**config.mk**
```make
export PLATFORM = sky130hd
export DESIGN_NAME = morus_tx_sched
export DESIGN_NICKNAME = d
export VERILOG_FILES = /design/src/rtl/morus_tx_sched_pkg.sv /design/src/rtl/morus_tx_sched_fifo.sv /design/src/rtl/morus_tx_sched.sv
export SDC_FILE = /design/constraint.sdc
export NUM_CORES = 1
export LEC_CHECK = 0
export ABC_AREA = 1
export BUFFER_PORTS_ARGS = -buffer_cell sky130_fd_sc_hd__buf_2
export CAP_MARGIN = 20
export CORE_MARGIN = 5
export CORE_UTILIZATION = 35
export CTS_BUF_LIST = sky130_fd_sc_hd__clkbuf_4 sky130_fd_sc_hd__clkbuf_8
export DETAILED_ROUTE_END_ITERATION = 8
export GPL_ROUTABILITY_DRIVEN = 0
export PLACE_DENSITY = 0.6
export SYNTH_ARGS = -nofsm -noshare
export SYNTH_HDL_FRONTEND = slang
export SYNTH_SLANG_ARGS = --single-unit
```
**constraint.sdc**
```tcl
create_clock -name CLK -period 2.2 [get_ports CLK]
set_input_delay 0.11 -clock CLK [delete_from_list [all_inputs] [get_ports CLK]]
set_output_delay 0.11 -clock CLK [all_outputs]
set_load 0.02 [all_outputs]
```
**src/rtl/morus_tx_sched_pkg.sv**
```systemverilog
// morus_tx_sched_pkg: symbol codes, unit counts and FSM states shared by the Morse scheduler
package morus_tx_sched_pkg;
  typedef enum logic [1:0] {SYM_DOT = 2'b00, SYM_DASH = 2'b01, SYM_CGAP = 2'b10, SYM_WGAP = 2'b11} sym_t;
  typedef enum logic [2:0] {IDLE, MARK, SPACE, GAP, KEY, HOLD} state_t;
  localparam int UNITS_DOT = 1;
  localparam int UNITS_DASH = 3;
  localparam int UNITS_SPACE = 1;
  localparam int UNITS_CGAP = 2;
  localparam int UNITS_WGAP = 6;
  function automatic int sym_units(input sym_t s);
    return s == SYM_DOT ? UNITS_DOT : s == SYM_DASH ? UNITS_DASH : s == SYM_CGAP ? UNITS_CGAP : UNITS_WGAP;
  endfunction
  function automatic logic sym_is_mark(input sym_t s);
    return s == SYM_DOT || s == SYM_DASH;
  endfunction
endpackage

```
**src/rtl/morus_tx_sched_fifo.sv**
```systemverilog
// morus_sym_fifo: first-word-fall-through symbol FIFO with full/empty flags
module morus_sym_fifo #(
  parameter int DEPTH = 4
) (
  input  logic       clk,
  input  logic       rst,
  input  logic       push,
  input  logic [1:0] din,
  input  logic       pop,
  output logic [1:0] dout,
  output logic       full,
  output logic       empty
);
  localparam int AW = $clog2(DEPTH);
  logic [1:0] mem [DEPTH];
  logic [AW:0] wp, rp;
  assign empty = wp == rp;
  assign full = wp[AW] != rp[AW] && wp[AW-1:0] == rp[AW-1:0];
  assign dout = mem[rp[AW-1:0]];
  always_ff @(posedge clk)
    if (push && !full) mem[wp[AW-1:0]] <= din;
  always_ff @(posedge clk) begin
    if (rst) begin
      wp <= '0;
      rp <= '0;
    end else begin
      if (push && !full) wp <= wp + 1'b1;
      if (pop && !empty) rp <= rp + 1'b1;
    end
  end
endmodule

```
**src/rtl/morus_tx_sched.sv**
```systemverilog
// morus_tx_sched: times queued Morse symbols onto the line, yielding to the local key when idle
module morus_tx_sched
  import morus_tx_sched_pkg::*;
#(
  parameter int UNIT_CYCLES = 12_500_000,
  parameter int FIFO_DEPTH = 4,
  parameter int HOLD_UNITS = 3
) (
  input  logic       CLK,
  input  logic       RST,
  input  logic       SYM_VALID,
  input  logic [1:0] SYM,
  output logic       SYM_READY,
  input  logic       KEY_IN,
  output logic       MORUS_OUT,
  output logic       MORUS_LED,
  output logic       BUSY,
  output logic       OWNER_KEY
);
  localparam int TW = $clog2(6 * UNIT_CYCLES);
  state_t state;
  logic [TW-1:0] timer;
  logic [1:0] head;
  logic full, empty, pop;
  sym_t head_sym;
  function automatic logic [TW-1:0] load(input int units);
    return TW'(units * UNIT_CYCLES - 1);
  endfunction
  assign head_sym = sym_t'(head);
  assign pop = state == IDLE && !KEY_IN && !empty;
  assign SYM_READY = !full;
  assign MORUS_OUT = state == MARK || state == KEY;
  assign MORUS_LED = MORUS_OUT;
  assign BUSY = state != IDLE || !empty;
  assign OWNER_KEY = state == KEY || state == HOLD;
  morus_sym_fifo #(.DEPTH(FIFO_DEPTH)) u_fifo (
    .clk(CLK), .rst(RST), .push(SYM_VALID && SYM_READY), .din(SYM),
    .pop(pop), .dout(head), .full(full), .empty(empty)
  );
  // Timer holds at 0 on expiry; every state leaves on the expiry cycle so it never wraps
  always_ff @(posedge CLK) begin
    if (RST) begin
      state <= IDLE;
      timer <= '0;
    end else begin
      case (state)
        IDLE:
          if (KEY_IN) state <= KEY;
          else if (!empty) begin
            state <= sym_is_mark(head_sym) ? MARK : GAP;
            timer <= load(sym_units(head_sym));
          end
        MARK:
          if (timer == '0) begin
            state <= SPACE;
            timer <= load(UNITS_SPACE);
          end else timer <= timer - 1'b1;
        SPACE, GAP:
          if (timer == '0) state <= IDLE;
          else timer <= timer - 1'b1;
        KEY:
          if (!KEY_IN) begin
            state <= HOLD;
            timer <= load(HOLD_UNITS);
          end
        HOLD:
          if (KEY_IN) state <= KEY;
          else if (timer == '0) state <= IDLE;
          else timer <= timer - 1'b1;
        default: state <= IDLE;
      endcase
    end
  end
endmodule

```
==> impl_metrics.csv <==
group,metric,value,unit
logic_synthesis,synth_edf_count,8,
detailed_routing,drtAntennaViolNets,0,
layout,final_common_cell,"nand2_1",
detailed_routing,vias_per_cell,4.83,
sta,period_minus_slack,1930,ps
setup_path,arrival,2180,ps
detailed_routing,highest-signal-layer,"met4",
clock_network,clk_path_buf_depth,2,
power_and_ir_drop,p_per_area,1500,nW/um2
setup_path,criticalPathCategory,"reg2reg",
sta,finalMaxSlewViolations,0,
placed_design,port_buffers,10,
sta,grt_setup_unrepaired,"false",
layout,drive_above_1_share,11.4,%
sta,skew,10.3,ps
detailed_routing,drt_iter0_markers,112,
detailed_routing,met2_length,3400,um
detailed_routing,wl,7120,um
logic_synthesis,synthesis.instances,440,
placed_design,hpwl,5510,um
sta,hold-worst-slack,12.4,ps
grt,grt_pass1_wl,12200,um
grt,grt_pass1_vias,2593,
setup_path,path_max_fanout,20,
logic_synthesis,synth.yosys.seq_area_share,34.3,%
layout,area_growth,8.74,%
sta,hold_viol,0,
logic_synthesis,ys_ff_latch,46,
clock_network,cts_buffers,5,
power_and_ir_drop,max-vdd-ir-drop,0.459,mV
setup_path,worstSetupStartpointType,"flop",
logic_synthesis,synth_nets,453,
sta,fmax,517,MHz
floorplan,start_util,35.7,%
detailed_routing,routed-wl-met3,176,um
sta,tightest_slew,452,ps
clock_network,cts.sinks,46,
floorplan,die_x,101,um
clock_network,htree_levels,2,
sta,slew_headroom,69.8,%
floorplan,ios,11,
grt,antenna_found_initial,0,
logic_synthesis,syn_avg_cell_area,6.64,um2
grt,grt_usage,14.8,%
setup_path,critical_path_required,2450,ps
floorplan,die-area,10300,um2
logic_synthesis,netlist_area,2920,um2
worst_hold_path,hold_path.class,"in2reg",
layout,num_antenna_cells,0,
layout,n_fill_cell,872,
layout,multi_input_area,1650,um2
status,status,"finished clean",
layout,final_nets,467,
setup_path,cp-end-kind,"flop",
detailed_routing,firstDrtPassIters,4,
detailed_routing,m1WireLength,3450,um
layout,register_area,1000,um2
sta,setup_viol,0,
sta,fin_tns_setup,0,ps
clock_network,clk-insertion-delay-late,310,ps
clock_network,cts_tree,"built",
sta,period_share,87.9,%
grt,grt_max_degree,21,
setup_path,r2r_slack,270,ps
power_and_ir_drop,leakage,1.46,nW
job,maxCapViolCount,0,
clock_network,clkTransAtPathRegs,100,ps
floorplan,fp-row-count,33,
clock_network,post_cts_buffers,0,
logic_synthesis,synthFlopType,"dfxtp_1",
clock_network,cts-resized-gates,0,
grt,grt-ovfl-total,0,
floorplan,core,8180,um2
logic_synthesis,synth_warnings,0,
detailed_routing,detail_route.wl_per_cell,12.7,um
layout,most-common-layout-cells,"nand2_1, nor2_1, inv_1",
floorplan,die_h,101,um
logic_synthesis,synth_async_sr_flop_share,0,%
detailed_routing,vias,2704,
detailed_routing,drcViolationCount,0,
logic_synthesis,synth_cell_types,36,
clock_network,cts-root-buf,"clkbuf_8",
[cells by family after synthesis]
| group | Yosys count | share of synthesized area (%) |
|---|---|---|
| AND/OR/NAND/NOR | 258 | 40.7 |
| flip-flops | 46 | 34.3 |
| buffers and inverters | 63 | 9.08 |
| AO/OA/AOI/OAI | 55 | 9.68 |
| adder cells (fa/ha/maj) | 7 | 3.00 |
| XOR/XNOR | 11 | 3.30 |
[Yosys cell counts (2+ instances only)]
master      n  area, um2
nor2_4      5       56.3
xor2_1      8       70.1
a21oi_1    34        170
nand2_2     2       12.5
ha_1        7       87.6
o21ai_0    18       90.1
edfxtp_1    8        240
or2_2       2       12.5
buf_4       2       15.0
nor2_2     11       68.8
nand2_4     2       22.5
inv_1      51        191
inv_2       3       11.3
nor2_1     64        240
dfxtp_1    38        761
clkbuf_1    2       7.51
nor3_1      3       15.0
nand2_1   121        454
xnor2_1     3       26.3
nand3_1    32        160
nand4_1     9       56.3
[critical path, cell delays in order, from the launching register on]
cell and delay (ps):
dfxtp_1 320, inv_1 110, ha_1 150, inv_1 40, nor2_1 80, nand3_1 130, nor2_4 210, nand3_4 100
nand2_4 150, buf_4 290, nor2_4 100, inv_1 80, nor2_1 40, nor2_1 70
[area by class of cell]
type / instances / share of cell area, %
Clock inverter: 3 / 0.827
Sequential cell: 46 / 31.5
Multi-Input combinational cell: 331 / 52.1
Tap cell: 105 / 4.14
Inverter: 56 / 6.66
Clock buffer: 5 / 2.17
Timing Repair Buffer: 14 / 2.60
[state kept, by name, indices dropped and copies added (netlist names), named ones only]
| register | count |
|---|---|
| u_fifo.wp | 3 |
| u_fifo.mem | 8 |
| u_fifo.rp | 3 |
| timer | 27 |
| state | 3 |
[through the flow]
stage | worst slack [ps] | instances | cell area, um2 | total power, W | utilization (%)
2_1_floorplan | 650 | 440 | 2920 | 0.00358 | -
3_5_place_dp | 287 | 551 | 3070 | 0.00420 | 37.6
5_1_grt | 102 | 560 | 3180 | 0.00525 | 38.8
3_3_place_gp | 307 | 551 | 3070 | 0.00417 | 37.6
6_report | 267 | 560 | 3180 | 0.00477 | 38.8
4_1_cts | 256 | 559 | 3170 | 0.00478 | 38.7
[where the power goes]
| part | internal, W | leakage, nW | switching (W) |
|---|---|---|---|
| Clock | 0.000237 | 0.0495 | 0.000336 |
| Combinational | 0.000875 | 1.02 | 0.00195 |
| Sequential | 0.00110 | 0.387 | 0.000275 |
| Total | 0.00221 | 1.46 | 0.00256 |
[worst paths after layout]
| path | start | endpoint | depth (start not counted) |
|---|---|---|---|
| setup / recovery | timer[0]$_SDFFE_PP0P_ | timer[19]$_SDFFE_PP0P_ | 13 |
| hold reg to reg | timer[0]$_SDFFE_PP0P_ | timer[0]$_SDFFE_PP0P_ | 1 |
| setup reg to reg | timer[0]$_SDFFE_PP0P_ | timer[19]$_SDFFE_PP0P_ | 13 |
| hold / removal | SYM[1] | u_fifo.mem[1][1]$_DFFE_PP_ | 1 |
[per-layer routing]
metal	GRT usage (%)	up-vias
met5	0	-
met4	5.83	0
met3	2.13	8
met2	24.3	38
met1	19.6	1228
li1	-	1430
[timing repair]
item | in CTS | in global routing
setup endpoints to repair | 0 | 0
hold buffers | 0 | 1
hold endpoints to repair | 0 | 4
Power figures use the tool's default switching activity.
